`src/rtl/da_lut_builder.sv`:
```
// da_lut_builder: loads TAPS signed coefficients over a valid/ready stream,
// then writes all 2^TAPS distributed-arithmetic partial sums, one per clock,
// in Gray-code address order so each word is one add/subtract away from
// the previous one.
// Optional feature macro: DA_LUT_CHECKSUM_EN adds a 24-bit running checksum
// of every written word.
module da_lut_builder #(
  parameter int TAPS = 7,
  parameter int CW   = 12,
  parameter int OW   = 17
) (
  input  logic                 clk,
  input  logic                 rst,
  input  logic                 coef_valid,
  output logic                 coef_ready,
  input  logic signed [CW-1:0] coef_data,
  output logic                 wr_en,
  output logic [TAPS-1:0]      wr_addr,
  output logic [OW-1:0]        wr_data,
  output logic                 busy,
  output logic                 done
`ifdef DA_LUT_CHECKSUM_EN
  ,
  output logic [23:0]          checksum
`endif
);

  localparam int CNT_W = (TAPS > 1) ? $clog2(TAPS) : 1;

  typedef enum logic [1:0] {LOAD, BUILD, DONE} state_t;

  state_t                  state_q, state_d;
  logic [CNT_W-1:0]        cnt_q;
  logic [TAPS-1:0][CW-1:0] coef_q;
  logic [TAPS-1:0]         k_q, k_nxt, g_nxt;
  logic [OW-1:0]           acc_q, acc_nxt, delta;
  logic                    accept, last_beat, last_step, found;

  // Next-state decode plus handshake/status outputs, all derived from state.
  always_comb begin
    state_d    = state_q;
    coef_ready = 1'b0;
    busy       = 1'b0;
    accept     = 1'b0;
    last_beat  = 1'b0;
    last_step  = 1'b0;
    case (state_q)
      LOAD: begin
        coef_ready = 1'b1;
        accept     = coef_valid;
        last_beat  = coef_valid && (cnt_q == CNT_W'(TAPS - 1));
        if (last_beat) state_d = BUILD;
      end
      BUILD: begin
        busy      = 1'b1;
        last_step = (k_q == '1);
        if (last_step) state_d = DONE;
      end
      DONE: begin
        busy    = 1'b1;
        state_d = LOAD;
      end
      default: state_d = LOAD;
    endcase
  end

  // Gray step: the lowest set bit of k+1 is the single address bit that
  // flips; add its coefficient if the bit turns on, subtract if it turns off.
  always_comb begin
    k_nxt = k_q + TAPS'(1);
    g_nxt = k_nxt ^ (k_nxt >> 1);
    delta = '0;
    found = 1'b0;
    for (int i = 0; i < TAPS; i++) begin
      if (k_nxt[i] && !found) begin
        found = 1'b1;
        delta = {{(OW-CW){coef_q[i][CW-1]}}, coef_q[i]};
        if (!g_nxt[i]) delta = -delta;
      end
    end
    acc_nxt = acc_q + delta;
  end

  // State register.
  always_ff @(posedge clk or posedge rst) begin
    if (rst) state_q <= LOAD;
    else     state_q <= state_d;
  end

  // Coefficient capture, step counter/accumulator and registered write port.
  always_ff @(posedge clk or posedge rst) begin
    if (rst) begin
      cnt_q   <= '0;
      coef_q  <= '0;
      k_q     <= '0;
      acc_q   <= '0;
      wr_en   <= 1'b0;
      wr_addr <= '0;
      wr_data <= '0;
      done    <= 1'b0;
    end else begin
      done <= 1'b0;
      case (state_q)
        LOAD: begin
          if (accept) begin
            coef_q[cnt_q] <= coef_data;
            if (last_beat) begin
              // Step 0 (address 0, data 0) goes out on the next cycle.
              cnt_q   <= '0;
              k_q     <= '0;
              acc_q   <= '0;
              wr_en   <= 1'b1;
              wr_addr <= '0;
              wr_data <= '0;
            end else begin
              cnt_q <= cnt_q + CNT_W'(1);
            end
          end
        end
        BUILD: begin
          if (last_step) begin
            wr_en <= 1'b0;
            done  <= 1'b1;
          end else begin
            k_q     <= k_nxt;
            acc_q   <= acc_nxt;
            wr_addr <= g_nxt;
            wr_data <= acc_nxt;
          end
        end
        default: ;
      endcase
    end
  end

`ifdef DA_LUT_CHECKSUM_EN
  logic [23:0] csum_q;

  // Running sum of written words; cleared as the build starts, then frozen
  // from done until the next build.
  always_ff @(posedge clk or posedge rst) begin
    if (rst)            csum_q <= '0;
    else if (last_beat) csum_q <= '0;
    else if (wr_en)     csum_q <= csum_q + {{(24-OW){wr_data[OW-1]}}, wr_data};
  end

  assign checksum = csum_q;
`endif

endmodule

```
`config.mk`:
```
export PLATFORM = sky130hd
export DESIGN_NAME = da_lut_builder
export DESIGN_NICKNAME = d
export VERILOG_FILES = /design/src/rtl/da_lut_builder.sv
export SDC_FILE = /design/constraint.sdc
export NUM_CORES = 1
export LEC_CHECK = 0
export BUFFER_PORTS_ARGS = -buffer_cell sky130_fd_sc_hd__clkbuf_2
export CORE_ASPECT_RATIO = 0.75
export CORE_MARGIN = 2
export CORE_UTILIZATION = 46
export CTS_CLUSTER_SIZE = 12
export DETAILED_ROUTE_END_ITERATION = 7
export PLACE_DENSITY_LB_ADDON = 0.1
export SLEW_MARGIN = 20
export SYNTH_ARGS = -nofsm -noshare
export SYNTH_HDL_FRONTEND = slang
export SYNTH_SLANG_ARGS = --single-unit
```
`constraint.sdc`:
```
create_clock -name clk -period 4.5 [get_ports clk]
set_input_delay 0.45 -clock clk [delete_from_list [all_inputs] [get_ports clk]]
set_output_delay 0.45 -clock clk [all_outputs]
set_load 0.005 [all_outputs]
```
==> results.md <==
- Worst Setup End Kind: register
- DRC: 0
- Unique cell type count in the Yosys netlist: 72
- Crit path buf inv count: 2
- Synth top cells by count: dfrtp_1 (121), nand2_1 (85), mux2_2 (76)
- CTS Hold Bufs: 0
- CTS sink count: 121
- Synthesized area per cell: 9.50 sq um
- Dpl ws: -459 ps
- Asr flop ratio synth: 1.00
- Final Hold Fails: 0
- Top post-synthesis cells by area: dfrtp_1 (38%), mux2_2 (11%), xor2_1 (4.7%), ha_1 (4.7%), xnor2_1 (4.2%)
- Fin Hold WS: ~15 ps
- Register area: 3030 sq um
- Worst min path class: input port to async pin
- Largest net degree at the start of global routing: 56
- Max clock buf depth: 2
- Synth area leader: dfrtp_1
- GRT Util Overall: 0.290
- Post-route ant nets: 0
- Gate count of the mapped netlist: 843
- GR Overflow Total: 0
- I/O Buffers: 42
- #FFs+latches synth: 121
- Capture point of the worst reg-to-reg path: acc_q[16]$_DFFE_PP0P_
- CP startpoint: k_q[0]$_DFFE_PP0P_
- Core box area: 16,900 sq um
- Period utilisation layout: 0.974
- Worst-Skew Late Latency: 440 ps
- Final total power: 7750 uW
- Post-route cell area: 10,300 sq um
- First-pass GRT wire length: 40,100 um
- Final Max Tran Viols: 0
- Via count: 7,325
- CP peak stage delay: 410 ps
- Starting Density: 0.473
- Clock Tree Root: clkbuf_16
- Iter 0 DRT Violations: 695
- RSZ-0062 raised after global routing: true
- Top cell type's share of synthesized area: 0.378
- Maxcap violations: 0
- Maximum fanout along the worst path: 13
- Yosys warning total: 0
- Clock Skew: 11.5 ps
- Reg2reg setup slack: 120 ps
- Inserted Diodes: 0
- Relative slew slack: 0.375
- Lkg Pwr: 0.00457 uW
- Share of post-route cells with drive strength above 1: 0.336
- Top Ports: 43
- Cells along the critical path: ha_4 -> buf_6 -> and4b_1 -> a21oi_1 -> o22ai_2 -> xor2_2 -> buf_12 -> o31a_1 -> xor2_1 -> a221oi_2 -> o31ai_2 -> ha_1 -> nand3_2 -> o211ai_1 -> o311a_4 -> nor2b_4 -> o31ai_4 -> a31o_2 -> xnor2_1 -> or3_1 -> o21ai_1
- Die W: 156 um
- H-tree depth: 4
- Crit path to: acc_q[16]$_DFFE_PP0P_
- Seq/Total Area, Yosys: 0.378
- FMAX: 0.228 GHz
- Most used DFF post-synth: dfrtp_1
- Filler instances: 1,434
- Slew @ Worst Pin: about 930 ps
- Area occupied by multi-input gates: 5090 sq um
- Post-synth EDFFs: 0
- Clk slew on worst S/H paths: 60 ps
- Synth-to-Final Area Change: 28.3%
- # setup viols final: 0
- Row count: 41
- Final #Nets: 1,014
- Most frequent cell after synthesis: dfrtp_1
- Slowest cell on the critical path: dfrtp_1
- Routed len/inst: 22.3 um
- CTS Buf Count: 17
- Final wirelength: 26,700 um
- Synth Cell Area: 8010 sq um
- WP depth: 21
- Via-to-Cell Ratio: 6.12
- Worst Path Required: 4860 ps
- CP Data Arrival Time: 4740 ps
- DP Wirelength: 19,800 um
- Number of cells on the worst reg-to-reg path: 21
- Fin crit period: around 4400 ps
- Antenna violations before repair: 0
- Final worst slack: between 100 and 150 ps
- VDD IR-drop max: 0.284 mV
- RePlAce Congestion: 0.924
- Vias in the first global route: 6,868
- Die Y: 118 um
- RR Startpoint: k_q[0]$_DFFE_PP0P_
- Pwr/cell area: 754 nW/um^2
- Post-Syn Nets: around 900
- Outcome: completed
- Family with the most delay on the worst path: compound AO/OA/AOI/OAI gates
- Startpoint types: register
- CTS tree: done
- DP Area: 9060 sq um
- Crit Path Class: register to register
- TritonRoute pass-1 iters: 5
- Die ar.: approximately 18,000 sq um
-- placed cells by master (no fill, tap or decap), types with 6 or more instances in the layout --
master / count
clkbuf_2: 42
o21ai_0: 62
xnor2_1: 35
or3_1: 6
dfrtp_1: 121
buf_6: 8
a21oi_2: 8
nor3_1: 10
a21oi_1: 34
a211oi_1: 6
o211ai_1: 7
inv_1: 29
o22ai_1: 6
nand2_1: 84
nor2_1: 51
bufinv_16: 6
buf_4: 94
nor4_1: 6
clkbuf_16: 17
o31ai_1: 15
a221oi_1: 8
a31oi_1: 8
ha_1: 24
nand3_1: 16
a21o_1: 8
xor2_1: 42
mux2_2: 76
-- layout make-up --
type                    instances  area share
clock buffers                  22      0.0471
clock inverters                10      0.0207
inverters                      31      0.0116
multi-input cells             650       0.496
flip-flops and latches        121       0.295
well taps                     215      0.0262
repair buffers                147       0.104
-- cell families (layout without fill, tap and decap cells) --
group,Yosys count,count (layout),synth area share
xor gates and xnor gates,87,87,0.103
AOI/OAI and AO/OA,230,230,0.191
adders and majority gates,31,31,0.0494
DFF,121,121,0.378
and+or+nand+nor,224,224,0.132
buffers and inverters,72,210,0.0372
muxes,78,78,0.109
-- registers in the layout, summed over array words and instances, names as in the netlist --
register / flops
k_q: 6
state_q: 2
cnt_q: 3
done: 1
wr_addr: 7
coef_q: 84
acc_q: 17
wr_en: 1
-- per-stage QoR --
step	setup TNS [ps]	utilization	instances
3_5_place_dp	-1040	0.535	1150
3_3_place_gp	-250	0.535	1150
5_1_grt	-219	0.607	1196
6_report	0	0.607	1196
2_1_floorplan	0	-	843
4_1_cts	-13.6	0.580	1182
-- power by group --
part           switching, uW  internal (uW)  total [uW]
combinational           2020           1960        3970
sequential               604           1530        2140
clock                    535           1100        1630
-- layer usage --
layer | vias to the layer above | global-route usage | part of all wire
met3 | 35 | 0.0686 | 0.088
met2 | 323 | 0.374 | 0.40
met1 | 3641 | 0.467 | 0.49
met5 | - | 0 | 0
met4 | 0 | 0.0837 | 0.019
li1 | 3326 | - | -
-- how the worst min path moves through the flow --
stage	startpoint	end	slack (ps)
final	rst	wr_addr[6]$_DFFE_PP0P_	10
after global routing	rst	cnt_q[0]$_DFFE_PP0P_	40
after CTS	rst	cnt_q[0]$_DFFE_PP0P_	20
after detailed placement	rst	cnt_q[1]$_DFFE_PP0P_	480
after floorplan	state_q[1]$_DFFE_PP0P_	state_q[1]$_DFFE_PP0P_	460
after global placement	rst	wr_addr[6]$_DFFE_PP0P_	470
-- what timing repair did --
| action | in CTS | in global routing |
|---|---|---|
| setup endpoints to repair | 4 | 5 |
| pin swaps | 4 | 41 |
| endpoints found under the hold margin | 0 | 0 |
| setup buffers | 0 | 15 |
| resized for setup | 12 | 67 |
| gates cloned | 0 | 0 |
(Power assumes the default switching activity.)
